[src/rtl/byte_bus_arbiter_pkg.sv]
// Shared types and constants for the byte bus arbiter.
package byte_bus_arbiter_pkg;

  typedef enum logic [2:0] {
    ST_IDLE   = 3'd0,
    ST_RD     = 3'd1,
    ST_WR     = 3'd2,
    ST_IOWAIT = 3'd3,
    ST_GAP    = 3'd4
  } state_t;

  localparam logic [1:0] SIZE_BYTE = 2'd0;
  localparam logic [1:0] SIZE_HALF = 2'd1;
  localparam logic [1:0] SIZE_WORD = 2'd2;

  // IO space is selected by address bits 17:16.
  localparam logic [31:0] IO_MASK = 32'h0003_0000;
  localparam logic [1:0]  IO_SEL  = 2'b11;

  // Number of bus bytes for a request size; 3 behaves like a word.
  function automatic logic [2:0] size_bytes(input logic [1:0] size);
    case (size)
      SIZE_BYTE: size_bytes = 3'd1;
      SIZE_HALF: size_bytes = 3'd2;
      default:   size_bytes = 3'd4;
    endcase
  endfunction

endpackage

[src/rtl/byte_bus_arbiter_packer.sv]
// Little-endian byte-to-word assembler. The output already includes the
// byte being captured this cycle, so a done pulse can accompany the last byte.
module byte_word_packer
  import byte_bus_arbiter_pkg::*;
(
  input  logic        clk,
  input  logic        rst_n,
  input  logic        i_clear,
  input  logic        i_cap,
  input  logic [1:0]  i_idx,
  input  logic [7:0]  i_din,
  input  logic [2:0]  i_nbytes,
  output logic [31:0] o_word
);

  logic [31:0] r_word;
  logic [31:0] w_view;

  // Store captured bytes; cleared at the start of every request.
  always_ff @(posedge clk or negedge rst_n) begin
    if (!rst_n) begin
      r_word <= 32'd0;
    end else if (i_clear) begin
      r_word <= 32'd0;
    end else if (i_cap) begin
      r_word[{i_idx, 3'b000} +: 8] <= i_din;
    end
  end

  // Merge the in-flight byte and zero bytes beyond the request size.
  always_comb begin
    w_view = r_word;
    if (i_cap) w_view[{i_idx, 3'b000} +: 8] = i_din;
    o_word = 32'd0;
    for (int k = 0; k < 4; k++) begin
      if (3'(k) < i_nbytes) o_word[8*k +: 8] = w_view[8*k +: 8];
    end
  end

endmodule

[src/rtl/byte_bus_arbiter.sv]
// Shares the 8-bit memory/IO bus between the fetch port and the data port.
// Requests are word-level (req held until done); the bus side is one byte per
// cycle. Read data returns one cycle after its address, so a capture pointer
// trails the issue pointer and runs even while rdy is low.
module byte_bus_arbiter
  import byte_bus_arbiter_pkg::*;
#(
  parameter int ADDR_W = 32,
  parameter int IO_GAP = 1
) (
  input  logic              clk,
  input  logic              rst_n,
  input  logic              rdy,
  input  logic              if_req,
  input  logic [ADDR_W-1:0] if_addr,
  output logic              if_done,
  output logic [31:0]       if_data,
  input  logic              d_req,
  input  logic              d_we,
  input  logic [1:0]        d_size,
  input  logic [ADDR_W-1:0] d_addr,
  input  logic [31:0]       d_wdata,
  output logic              d_done,
  output logic [31:0]       d_rdata,
  input  logic [7:0]        mem_din,
  output logic [7:0]        mem_dout,
  output logic [ADDR_W-1:0] mem_a,
  output logic              mem_wr,
  input  logic              io_buffer_full,
  output logic              busy
);

  localparam int GAP_W = (IO_GAP > 1) ? $clog2(IO_GAP) : 1;
  localparam logic [GAP_W-1:0] GAP_LAST = GAP_W'(IO_GAP - 1);

  state_t              r_state, w_next;
  logic                r_owner_d;   // 1 = data port owns the transfer
  logic [2:0]          r_n;         // bytes in this transfer
  logic [2:0]          r_i;         // issue / write pointer
  logic [2:0]          r_c;         // read capture pointer
  logic                r_cap_pend;  // a read was issued last cycle
  logic                r_io_seen;   // an IO-space byte was written
  logic [GAP_W-1:0]    r_gap;
  logic [ADDR_W-1:0]   r_addr;
  logic [31:0]         r_wdata;
  logic [ADDR_W-1:0]   r_last_a;

  logic [ADDR_W-1:0]   w_byte_addr;
  logic                w_byte_io;
  logic                w_grant_d, w_grant_if, w_grant;
  logic                w_rd_issue, w_rd_last;
  logic                w_wr_stall, w_wr_fire, w_wr_last;
  logic                w_gap_needed;
  logic [31:0]         w_word;

  assign w_byte_addr  = r_addr + ADDR_W'(r_i);
  assign w_byte_io    = ((32'(w_byte_addr) & IO_MASK) == {14'd0, IO_SEL, 16'd0});

  // Data port wins ties; nothing is granted while the bus is paused.
  assign w_grant_d    = (r_state == ST_IDLE) && rdy && d_req;
  assign w_grant_if   = (r_state == ST_IDLE) && rdy && !d_req && if_req;
  assign w_grant      = w_grant_d || w_grant_if;

  assign w_rd_issue   = (r_state == ST_RD) && rdy && (r_i < r_n);
  assign w_rd_last    = r_cap_pend && (r_c == r_n - 3'd1);

  assign w_wr_stall   = w_byte_io && io_buffer_full;
  assign w_wr_fire    = ((r_state == ST_WR) || (r_state == ST_IOWAIT)) && rdy && !w_wr_stall;
  assign w_wr_last    = w_wr_fire && (r_i == r_n - 3'd1);
  assign w_gap_needed = (IO_GAP > 0) && (r_io_seen || w_byte_io);

  // State register.
  always_ff @(posedge clk or negedge rst_n) begin
    if (!rst_n) r_state <= ST_IDLE;
    else        r_state <= w_next;
  end

  // Next-state logic. The final read capture completes the transfer even in
  // a paused cycle, since the capture itself does not depend on rdy.
  always_comb begin
    w_next = r_state;
    case (r_state)
      ST_IDLE: begin
        if (w_grant_d)       w_next = d_we ? ST_WR : ST_RD;
        else if (w_grant_if) w_next = ST_RD;
      end
      ST_RD: begin
        if (w_rd_last) w_next = ST_IDLE;
      end
      ST_WR, ST_IOWAIT: begin
        if (rdy) begin
          if (w_wr_stall)     w_next = ST_IOWAIT;
          else if (w_wr_last) w_next = w_gap_needed ? ST_GAP : ST_IDLE;
          else                w_next = ST_WR;
        end
      end
      ST_GAP: begin
        if (rdy && (r_gap == GAP_LAST)) w_next = ST_IDLE;
      end
      default: w_next = ST_IDLE;
    endcase
  end

  // Request latch, byte pointers and the held bus address.
  always_ff @(posedge clk or negedge rst_n) begin
    if (!rst_n) begin
      r_owner_d  <= 1'b0;
      r_n        <= 3'd0;
      r_i        <= 3'd0;
      r_c        <= 3'd0;
      r_cap_pend <= 1'b0;
      r_io_seen  <= 1'b0;
      r_gap      <= '0;
      r_addr     <= '0;
      r_wdata    <= 32'd0;
      r_last_a   <= '0;
    end else begin
      r_cap_pend <= w_rd_issue;
      if (w_rd_issue || w_wr_fire) r_last_a <= w_byte_addr;
      if (w_grant) begin
        r_owner_d <= w_grant_d;
        r_n       <= w_grant_d ? size_bytes(d_size) : 3'd4;
        r_addr    <= w_grant_d ? d_addr : if_addr;
        r_wdata   <= d_wdata;
        r_i       <= 3'd0;
        r_c       <= 3'd0;
        r_io_seen <= 1'b0;
        r_gap     <= '0;
      end else begin
        if (w_rd_issue || w_wr_fire) r_i <= r_i + 3'd1;
        if (w_wr_fire && w_byte_io)  r_io_seen <= 1'b1;
        if (r_cap_pend)              r_c <= r_c + 3'd1;
        if ((r_state == ST_GAP) && rdy) r_gap <= r_gap + 1'b1;
      end
    end
  end

  byte_word_packer u_packer (
    .clk      (clk),
    .rst_n    (rst_n),
    .i_clear  (w_grant),
    .i_cap    (r_cap_pend),
    .i_idx    (r_c[1:0]),
    .i_din    (mem_din),
    .i_nbytes (r_n),
    .o_word   (w_word)
  );

  assign mem_wr   = w_wr_fire;
  assign mem_a    = (w_rd_issue || w_wr_fire) ? w_byte_addr : r_last_a;
  assign mem_dout = w_wr_fire ? r_wdata[{r_i[1:0], 3'b000} +: 8] : 8'd0;
  assign if_done  = w_rd_last && !r_owner_d;
  assign d_done   = (w_rd_last && r_owner_d) || w_wr_last;
  assign if_data  = w_word;
  assign d_rdata  = w_word;
  assign busy     = (r_state != ST_IDLE);

endmodule

[config.mk]
export PLATFORM = sky130hd
export DESIGN_NAME = byte_bus_arbiter
export DESIGN_NICKNAME = d
export VERILOG_FILES = /design/src/rtl/byte_bus_arbiter_pkg.sv /design/src/rtl/byte_bus_arbiter_packer.sv /design/src/rtl/byte_bus_arbiter.sv
export SDC_FILE = /design/constraint.sdc
export NUM_CORES = 1
export LEC_CHECK = 0
export CAP_MARGIN = 20
export CORE_MARGIN = 1.5
export CORE_UTILIZATION = 50
export DETAILED_ROUTE_END_ITERATION = 8
export GPL_ROUTABILITY_DRIVEN = 0
export PLACE_DENSITY = 0.91
export RECOVER_POWER = 50
export SLEW_MARGIN = 0
export SYNTH_ARGS = -nofsm -noshare
export SYNTH_HDL_FRONTEND = slang
export SYNTH_SLANG_ARGS = --single-unit
export TNS_END_PERCENT = 1
[constraint.sdc]
create_clock -name clk -period 11.2 [get_ports clk]
set_input_delay 2.24 -clock clk [delete_from_list [all_inputs] [get_ports clk]]
set_output_delay 2.24 -clock clk [all_outputs]
set_load 0.005 [all_outputs]
-- Word-level counts from Yosys, hierarchy flattened
Index checks and enable logic that the tools add are counted.
- bits in registers: 144
- bits in latches: 0
- RAM bits: 0
- ROM bits: 0
- input port bits: 113
- output and inout port bits: 108
- logic and storage cells: 102
- memories: 0
- $add $sub $neg: 6
- $mul: 0
- div/mod/pow operators: 0
- magnitude comparators: 5
- eq/ne operators: 12
- shift operators: 3
- multiplexer cells: 30
- bitwise logic cells: 1
- reductions and logical operators: 33
- operators by type and width (kind ; count):
    $mux 32 ; 4
    $mux 8 ; 5
    $mux 3 ; 13
    $add 32x3->32 ; 1
    $bwmux 32 ; 1
    $shift 8x7->32 const A ; 1
    $shiftx 32x6->8 ; 1
    $shiftx 8x7->32 ; 1
    $logic_and 1x1->1 ; 16
    $pmux 3 s4 ; 1
    $reduce_bool 2->1 ; 4
    $neg 5->7 ; 1
    $add 3x1->3 const B ; 2
    $eq 3x2->1 const B ; 2
    $eq 3x3->1 ; 2
    $lt 1x3->1 const A ; 2
    $lt 2x3->1 const A ; 2
    $ne 2x2->1 const B ; 3
    $pmux 3 s2 ; 1
    $logic_or 1x1->1 ; 5
    $mux 1 ; 4
    $reduce_and 4->1 ; 1
    $eq 3x1->1 const B ; 1
    $eq 3x3->1 const B ; 1
    13 further kinds ; 15

-- Logic depth before layout (Yosys ltp)
- depth after elaboration: 10
- depth in mapped cells: 10
- gate-level depth less buffers: 9

-- Hierarchy
A second synthesis with hierarchy kept.
- cell total of the unflattened synthesis: 767
- area, all modules: 7683.6 um2
- by module, submodules not included (module ; instances ; cells each ; area an instance (um2) ; seq. area each (um2)):
    byte_bus_arbiter ; 1 ; 599 ; 6059.6 ; 2802.7
    byte_word_packer ; 1 ; 168 ; 1624.1 ; 800.8

-- Least setup slack after synthesis
Ideal clock, no wire load.
- path kind: input to output
- start point: in rdy
- end point: out mem_a[22]
- arrival time: 3.505 ns
- data required time: 8.960 ns
- slack: 5.455 ns
- cell stages on the path: 5
- buffers on the path: 1
- cells stage by stage: nand3b_1 > a311o_2 > o21ai_2 > buf_2 > mux2_2
- word-level cells in the longest chain between the ends: 4
- RTL lines (what ; RTL line ; RTL):
    start, declared ; byte_bus_arbiter.sv:13 ; input logic rdy,
    $logic_and 1x1->1, on equally long branches (2 in series) ; byte_bus_arbiter.sv:64, byte_bus_arbiter.sv:68 ;
    $logic_or 1x1->1 * ; byte_bus_arbiter.sv:150 ; assign mem_a = (w_rd_issue || w_wr_fire) ? w_byte_addr : r_last_a;
    $mux 32 * ; byte_bus_arbiter.sv:150 ;
    end, declared ; byte_bus_arbiter.sv:27 ; output logic [ADDR_W-1:0] mem_a,
Mark *: on every way between the ends. The rest lies on a longest branch, timed or not.

-- Worst setup path after layout
- start point: in rdy
- end point: out mem_a[8]
Same word-level chain as after synthesis.

==> results by group <==
STA
  • Final Cycle Share: 78.5%
  • Post-route setup slack: 2410 ps
  • Slew Viols, Final: around 230
  • Setup TNS: 0 ps
  • Setup violations, final: 0
  • Setup Skew: 11.5 ps
  • Final Hold Fails: 0
  • Relative slew slack: -154%
  • Final min period: roughly 9000 ps
  • Fin Hold WS: roughly 470 ps
  • Max frequency: 0.114 GHz
  • RSZ-0062 raised after global routing: no
  • Slew @ Worst Pin: 3810 ps

Synthesis
  • Synthesized net count: 911
  • Top-count cell post-synth: nand2_1
  • Synth Warn #: 0
  • Synth async-reset ratio: between 90% and 100%
  • Number of flops mapped to enable cells by yosys: 0
  • Most frequent cells after synthesis: nand2_1 (158), dfrtp_1 (144), nor2_1 (110), o21ai_0 (38), mux2i_1 (36)
  • Cell accounting for the most synthesized area: dfrtp_1
  • Synth Area in Simple Gates: 19.1%
  • Post-synthesis xor/xnor area fraction: 4.64%
  • Ranking of synthesized cells by area: dfrtp_1 (49%), nand2_1 (8.1%), nor2_1 (5.6%), mux2i_1 (4.9%), a22oi_1 (3.3%)
  • Syn_area_per_cell: 9.42 um^2
  • Synth Register Bits: 144
  • Sequential area share after synthesis: 48.9%
  • Post-Synth Adder-Cell Area: 2.82%
  • Largest family of logic cells by synthesized area: simple AND/OR/NAND/NOR gates
  • Share of the synthesized area in the top cell type: between 40 and 50%
  • Distinct cells, synth: 54
  • Main synth FF type: dfrtp_1
  • Mapped cell area: roughly 0.0074 mm^2
  • Post-Syn Instances: just under 800
  • Post-synthesis mux area share: 8.25%
  • Compound-Gate Fraction of Synth Area: 10.0%

Routing
  • Routed WL per cell: 16.8 um
  • DRC viols: 0
  • Routed wire length: 19.5 mm
  • Initial drt markers: around 480
  • Vias per inst: about 5.4
  • Via count: 6275
  • Pre-antenna DRT Iters: 4
  • Post-DRT Antenna Nets: 0

Critical path
  • Crit Path Category: primary input to output pin
  • Critical Path RT: 8960 ps
  • Worst Setup End Kind: output pin
  • Crit path arrival time: 6550 ps
  • Critical path launch point type: primary input
  • R2R depth: 9
  • CP Max Fanout: 62

Placement
  • Port-buffer cells: 220
  • Setup WS pre-CTS: 4040 ps
  • Final HPWL DP: 13.4 mm
  • Placed Area: 0.00949 mm^2

GRT
  • Gr ovfl total: 0
  • Initial antenna violation count: 0
  • Pin count of the biggest net entering global routing: 100
  • Vias in the first global route: 6265
  • GRT Overall Usage: 25.8%
  • First-pass GRT wire length: roughly 32 mm

Status
  • Violated checks: max-capacitance violations, max-slew violations
  • Status: finished, violations left

Floorplan
  • Initial Utilization: around 50%
  • Placeable Area: 0.0145 mm^2
  • Die Footprint: 0.0155 mm^2
  • Die X: 124 um
  • Die height: approximately 120 um
  • Io pins: 221
  • Row count: 44

CTS
  • H-tree depth: 4
  • Clock Sinks: 144
  • Hold_buf cts: 0
  • Worst-Skew Late Latency: 420 ps
  • Clock root buffer: clkbuf_16
  • Resized cells post-CTS: 0
  • CTS Buf Count: 17
  • CTS tree: done
  • Clock Tree Buf Depth: 2
  • Clk slew on worst S/H paths: approximately 50 ps
  • Post-CTS setup buffer count: 0

Power and ir drop
  • Sw frac: a little over a third
  • Internal power: 0.00166 W
  • Comb power frac: between 40% and 50%
  • Power Total: 0.00255 W
  • PwrDens: 252 mW/mm^2
  • Clk pwr share: 22.9%
  • P_leak: 4.42 nW
  • Seq pwr share: 35.0%
  • Max VDD drop: 138 uV
  • Net Sw Power: between 0.0008 and 0.0009 W

Final layout
  • Layout Cell Area excl Fill: 0.0101 mm^2
  • Final #Nets: 1092
  • Syn-to-layout area delta: 37.1%
  • Number of diodes: 0
  • Share of layout cells above drive strength 1: just over 6%

Min path
  • WHS Path Cells: 2
  • Worst hold path type: flop to flop

Run
  • Max-Cap Viols: 3
final timing paths:
path / start / endpoint / slack [ps]
max: rdy / mem_a[8] / 2410
max reg2reg: r_i[0]$_DFFE_PN0P_ / r_last_a[8]$_DFF_PN0_ / 6160
max in group asynchronous: rst_n / r_addr[1]$_DFFE_PN0N_ / 5740
min in group asynchronous: rst_n / r_last_a[6]$_DFF_PN0_ / 3050
min: r_wdata[31]$_DFFE_PN0N_ / r_wdata[31]$_DFFE_PN0N_ / 470
min reg2reg: r_wdata[31]$_DFFE_PN0N_ / r_wdata[31]$_DFFE_PN0N_ / 470
cells by family (layout without fill, tap and decap cells):
group,Yosys count,after routing
AOI/OAI and AO/OA,119,119
DFF,144,144
muxes,50,50
buffers and inverters,86,279
and+or+nand+nor,328,328
xor gates and xnor gates,39,39
adders and majority gates,16,16
flip-flops by register name (all words and copies together), names as in the netlist:
signal and flops:
r_addr 32, r_c 3, r_cap_pend 1, r_gap 1
r_i 3, r_io_seen 1, r_last_a 32, r_n 3
r_owner_d 1, r_state 3, r_wdata 32, u_packer.r_word 32
worst max-delay path, stage by stage:
cell	delay, ps
dlygate4sd3_1	600
nand3b_1	130
or2_2	310
a21boi_0	160
o21ai_4	80
clkbuf_1	1840
nor2_1	180
a21oi_1	360
clkdlybuf4s50_1	610
cell type report:
type,instances,area (um^2)
Clock buffer,25,475
Clock inverter,6,130
Fill cell,1076,4380
Inverter,18,67.6
Multi-Input combinational cell,552,3320
Sequential cell,144,3600
Tap cell,184,230
Timing Repair Buffer,230,2270
routing by layer:
metal | share of wire [%] | GRT usage [%]
met4 | 1.9 | 7.98
met2 | 50 | 43.0
met5 | 0 | 0
met1 | 43 | 33.3
met3 | 5.7 | 6.27
stage by stage:
stage                     util [%]  instances
after global routing          69.7       1159
after CTS                     69.7       1157
after detailed placement      65.5       1126
after global placement        65.4       1124
after floorplan                  -        782
final                         69.7       1159
placed cells by master, fill, tap and decap left out, types with 4 or more instances in the layout:
cell type          n
mux2_2             6
nor4_1             4
a21oi_1           31
xor2_1            19
xnor2_1           20
nand4_1            8
clkbuf_1           9
nand3_1            9
dfrtp_1          144
clkbuf_16         17
nand2_1          158
a22oi_1           32
ha_1              15
and3_1             5
nor2b_1           12
clkdlybuf4s50_1  217
inv_1             18
o21ai_0           38
nor2_1           110
nor3_1             5
buf_4              4
mux2i_1           36
mux4_2             8
bufinv_16          4
power groups by stage:
| stage | Sequential, W | Combinational, W | Clock [W] |
|---|---|---|---|
| 3_5_place_dp | 0.000891 | 0.00105 | 0 |
| 4_1_cts | 0.000887 | 0.00107 | 0.000594 |
| 6_report | 0.000891 | 0.00107 | 0.000585 |
| 3_3_place_gp | 0.000882 | 0.00102 | 0 |
| 5_1_grt | 0.000918 | 0.00118 | 0.000619 |
| 2_1_floorplan | 0.000828 | 0.000629 | 0 |
(Power assumes the default switching activity.)
==> RTL change 1: new RTL, same flow settings <==
Encoding of `state_t`: now one-hot (5 bits for 5 states).
--- a/src/rtl/byte_bus_arbiter_pkg.sv
+++ b/src/rtl/byte_bus_arbiter_pkg.sv
@@ -1,12 +1,12 @@
 // Shared types and constants for the byte bus arbiter.
 package byte_bus_arbiter_pkg;
 
-  typedef enum logic [2:0] {
-    ST_IDLE   = 3'd0,
-    ST_RD     = 3'd1,
-    ST_WR     = 3'd2,
-    ST_IOWAIT = 3'd3,
-    ST_GAP    = 3'd4
+  typedef enum logic [4:0] {
+    ST_IDLE   = 5'b00001,
+    ST_RD     = 5'b00010,
+    ST_WR     = 5'b00100,
+    ST_IOWAIT = 5'b01000,
+    ST_GAP    = 5'b10000
   } state_t;
 
   localparam logic [1:0] SIZE_BYTE = 2'd0;
Behaviour: no difference found for any inputs over 4 cycles, from zero or initial values and one cycle with rst_n low; so few cycles prove little.
==> RTL change 1 against the original RTL <==
  * The run still ends with capacitance limit, slew limit left
  * Design area grew 2.9%
  * Synthesized area rose by 4.2%
  * Global-route usage down 0.51 points
  * Die area up 4.1%
  * Setup slack improved by 800 ps
  * Via count grew 0.86%
  * Power shrank 11%
  * Sequential cell count rose by 2
  * Register-to-register slack better by 600 ps
  * Wire length grew 0.90%
  * Largest power group is now sequential cells
  * Highest routed layer unchanged
==> RTL change 1: results <==
export IMPL_min_from="r_wdata[22]"
export IMPL_critical_path_max_stage_delay_ps=3260
export IMPL_cap_violations=4
export IMPL_clock_skew_ps=12.49
export IMPL_drt_pass1_iter_count=5
export IMPL_finalNonFillerCells=1148
export IMPL_via_per_inst=5.513
export IMPL_synthCells=768
export IMPL_fill_cells=1089
export IMPL_violations="capacitance limit, slew limit"
export IMPL_power_density_nw_per_um2=217.3
export IMPL_reg2reg_from="r_i[0]"
export IMPL_ir_drop_mv=0.1550
export IMPL_critPathMaxFanout=90
export IMPL_placed_area_um2=9788
export IMPL_post_dp_hpwl_um=13900
export IMPL_grt_first_pass_wirelength_um=32010
export IMPL_wl_per_cell_um=17.10
export IMPL_cp_startpoint="rst_n"
export IMPL_cpLargestDelayFamily="buffers and inverters"
export IMPL_cts_setup_buffers=0
export IMPL_first_iter_violations=404
export IMPL_p_sw_share_pct=32.59
export IMPL_leakage_nw=4.925
export IMPL_critPathArrivalTime_ps=7870
export IMPL_syn_nets=897
export IMPL_htree_num_levels=4
export IMPL_grt_max_degree=91
export IMPL_cp_slowest_cell="clkbuf_1"
export IMPL_status="complete, but fails checks"
export IMPL_grt_usage_pct=25.28
export IMPL_root_buffer="clkbuf_16"
export IMPL_synth_cell_types=59
export IMPL_clock_latency_ps=430
export IMPL_netlist_top_cells_count="nand2_1 (159), dfrtp_1 (145), nor2_1 (84)"
export IMPL_cts_buffers=17
export IMPL_nets=1077
export IMPL_report_final_slew_viol_count=270
export IMPL_antenna_found_initial=0
export IMPL_drive_above_1_share_pct=8.438
export IMPL_grt_pass1_vias=6390
export IMPL_yosysSeqAreaShare_pct=47.60
export IMPL_synth_top_cells_by_area="dfrtp_1 (47%), nand2_1 (7.8%), mux2_4 (5.1%)"
export IMPL_tightestPinTransition_ps=4731
RTL change 1: cell families (layout without fill, tap and decap cells):
family	count (synthesis)	in the layout	share of synthesized area (%)
AOI/OAI and AO/OA	98	98	8.571
xor gates and xnor gates	38	38	4.514
adders and majority gates	16	16	2.705
buffers and inverters	87	279	6.241
DFF	146	146	47.60
muxes	75	75	12.82
and+or+nand+nor	308	308	17.55
RTL change 1: tightest hold or removal path, stage by stage, from the launching register on:
cell	delay (ps)
dfrtp_1	340
nand2_1	50
nand2_1	60
RTL change 1: final timing paths:
check	endpoint	slack (ps)	depth (start not counted)
setup / recovery	r_wdata[26]	3210	2
hold / removal	r_wdata[22]	470	2
setup reg to reg	r_last_a[31]	6760	10
hold reg to reg	r_wdata[22]	470	2
max in group clk	mem_a[11]	3740	11
min in group asynchronous	r_last_a[23]	3520	1
RTL change 1: area by class of cell:
type,instances,area share [%]
Clock inverter,12,1.721
Tap cell,188,2.263
Multi-Input combinational cell,535,34.00
Inverter,18,0.6499
Clock buffer,19,4.357
Timing Repair Buffer,230,21.86
Sequential cell,146,35.15
RTL change 1: routing by layer:
layer	routed length, um	up-vias	part of all wire, %	GRT usage, %
met5	0	-	0	0
met4	479	0	2.4	9.358
met3	1133	42	5.8	5.061
met2	10140	260	52	43.48
met1	7887	3080	40	31.68
li1	-	2947	-	-
RTL change 1: power by group through the flow:
| stage | clock network (mW) | logic (mW) | registers [mW] |
|---|---|---|---|
| 5_1_grt | 0.643 | 0.872 | 0.882 |
| 3_5_place_dp | 0 | 0.793 | 0.857 |
| 4_1_cts | 0.621 | 0.802 | 0.855 |
| 6_report | 0.609 | 0.791 | 0.858 |
| 2_1_floorplan | 0 | 0.521 | 0.805 |
| 3_3_place_gp | 0 | 0.764 | 0.849 |
RTL change 1: metrics by stage:
stage	setup WS (ps)	total power, mW
global placement	3703	1.613
floorplan	5613	1.325
detailed placement	4017	1.650
finish	3212	2.259
global route	1854	2.397
CTS	3982	2.278
==> RTL change 2: new RTL, same settings <==
Made on the original files. Set the parameter `ADDR_W` to 16 (it was 32).
--- a/src/rtl/byte_bus_arbiter.sv
+++ b/src/rtl/byte_bus_arbiter.sv
@@ -5,7 +5,7 @@
 module byte_bus_arbiter
   import byte_bus_arbiter_pkg::*;
 #(
-  parameter int ADDR_W = 32,
+  parameter int ADDR_W = 16,
   parameter int IO_GAP = 1
 ) (
   input  logic              clk,
Interface: changed (resized d_addr, if_addr and mem_a); port bits go from 221 to 173. The function was not compared with the original's and may differ.
==> RTL change 2 against the original RTL <==
  * The run still ends with capacitance limit, slew limit left
  * Synthesized area fell by 24%
  * Setup slack gained 1600 ps
  * Combinational power down 30%
  * Critical endpoint is now mem_a[0]
  * Via count down 21%
  * Power decreased by 34%
  * Sequential cell count shrank 35
  * Design area fell by 27%
  * Critical path depth fell by 4
  * First-iteration DRC count is 12% lower
  * Wire length decreased by 25%
==> RTL change 2: results <==
export IMPL_ir_drop_mv=0.1179
export IMPL_cts_setup_buffers=0
export IMPL_synth_mux_area_share_pct=3.986
export IMPL_violations="capacitance limit, slew limit"
export IMPL_leakage_nw=3.251
export IMPL_synth_compound_area_share_pct=11.78
export IMPL_critPathMaxFanout=18
export IMPL_place_inst=863
export IMPL_diodes=0
export IMPL_reg_top3="r_wdata: 32 flops, u_packer.r_word: 32 flops"
export IMPL_synth_adder_area_share_pct=3.474
export IMPL_cp_slowest_cell="nor2_1"
export IMPL_clkTransAtPathRegs_ps=100
export IMPL_synth_top_cells_by_area="dfrtp_1 (49%), nand2_1 (9.8%), nor2_1 (5.9%)"
export IMPL_cts_buffers=9
export IMPL_critical_path_max_stage_delay_ps=970
export IMPL_root_buffer="clkbuf_8"
export IMPL_cap_violations=3
export IMPL_clk_path_buf_depth=2
export IMPL_status="complete, but fails checks"
export IMPL_avgSynthCellArea_um2=9.242
export IMPL_cts_resized=0
export IMPL_htree_num_levels=3
export IMPL_syn_nets=704
export IMPL_yosys_warnings=0
export IMPL_grt_pass1_vias=4840
export IMPL_clock_latency_ps=370
export IMPL_synthFlopType="dfrtp_1"
export IMPL_totalWireLength_um=14580
export IMPL_hold_path_class="reg -> reg"
export IMPL_wl_per_cell_um=16.61
export IMPL_post_dp_hpwl_um=10530
export IMPL_nets=830
export IMPL_synth_xor_area_share_pct=3.206
export IMPL_io_buffers=171
export IMPL_drt_pass1_iter_count=5
export IMPL_area_delta_synth_final_pct=31.02
export IMPL_placed_area_um2=7173
export IMPL_fill_cells=826
export IMPL_grt_usage_pct=25.13
export IMPL_synthArstFlopShare_pct=100.0
export IMPL_grt_first_pass_wirelength_um=22970
export IMPL_tightestPinTransition_ps=3913
export IMPL_drive_above_1_share_pct=4.878
export IMPL_antenna_found_initial=0
export IMPL_synth_cell_types=48
export IMPL_report_final_slew_viol_count=162
export IMPL_yosysSeqAreaShare_pct=48.54
export IMPL_first_iter_violations=425
export IMPL_critPathArrivalTime_ps=4960
export IMPL_netlist_top_cells_count="nand2_1 (146), dfrtp_1 (109), nor2_1 (89)"
export IMPL_clock_skew_ps=7.812
export IMPL_num_vias=4943
export IMPL_grt_max_degree=76
-- RTL change 2: cell count changes after synthesis, sizes merged, moves of 10 or more --
cell / before / now
buf: 39 / 49
a31oi: 1 / 19
nor2: 110 / 90
xor2: 19 / 6
o21ai: 40 / 7
mux2i: 36 / 1
clkbuf: 29 / 10
dfrtp: 144 / 109
nand2: 158 / 146
-- RTL change 2: final timing paths --
path,start,to,slack [ps],cells after the start
min in group asynchronous,rst_n,u_packer.r_word[21],2340,1
max,rdy,mem_a[0],4000,5
min reg2reg,r_wdata[23],r_wdata[23],490,2
max reg2reg,r_state[1],r_n[0],6830,4
max in group asynchronous,rst_n,r_last_a[5],4370,2
min,r_wdata[23],r_wdata[23],490,2
-- RTL change 2: area by class of cell --
| class | instances | area share [%] |
|---|---|---|
| inverter | 13 | 0.6628 |
| clock inverter | 6 | 1.190 |
| timing repair buffer | 174 | 23.42 |
| tap | 140 | 2.379 |
| clock buffer | 9 | 1.683 |
| multi-input combinational | 427 | 33.62 |
| sequential | 109 | 37.05 |
-- RTL change 2: kinds of logic after synthesis --
family                   count (synthesis)
AND/OR/NAND/NOR                        278
AO/OA/AOI/OAI                          103
multiplexers                            12
flip-flops                             109
XOR/XNOR                                19
buffers and inverters                   72
adder cells (fa/ha/maj)                 15
-- RTL change 2: worst max-delay path: cells and delay by family --
kind	cells	cell delay (ps)
muxes	1	440
and+or+nand+nor	1	970
buffers and inverters	2	1120
AOI/OAI and AO/OA	1	190
-- RTL change 2: metal layers --
layer / global-route usage, % / wire length (um) / vias to the layer above
li1: - / - / 2271
met1: 30.62 / 5705 / 2376
met2: 42.63 / 7227 / 254
met3: 4.005 / 1129 / 42
met4: 13.72 / 521 / 0
met5: 0 / 0 / -
-- RTL change 2: per-stage QoR --
| stage | worst slack [ps] | hold WS, ps |
|---|---|---|
| floorplan | 5982 | 440.3 |
| global placement | 4506 | 454.0 |
| detailed placement | 4426 | 462.8 |
| CTS | 4407 | 487.5 |
| global route | 3303 | 509.2 |
| finish | 3998 | 489.6 |
-- RTL change 2: where the power goes --
part           switching [mW]  internal [mW]  total, mW
clock                   0.135          0.125      0.260
combinational           0.369          0.381      0.750
sequential              0.132          0.532      0.664
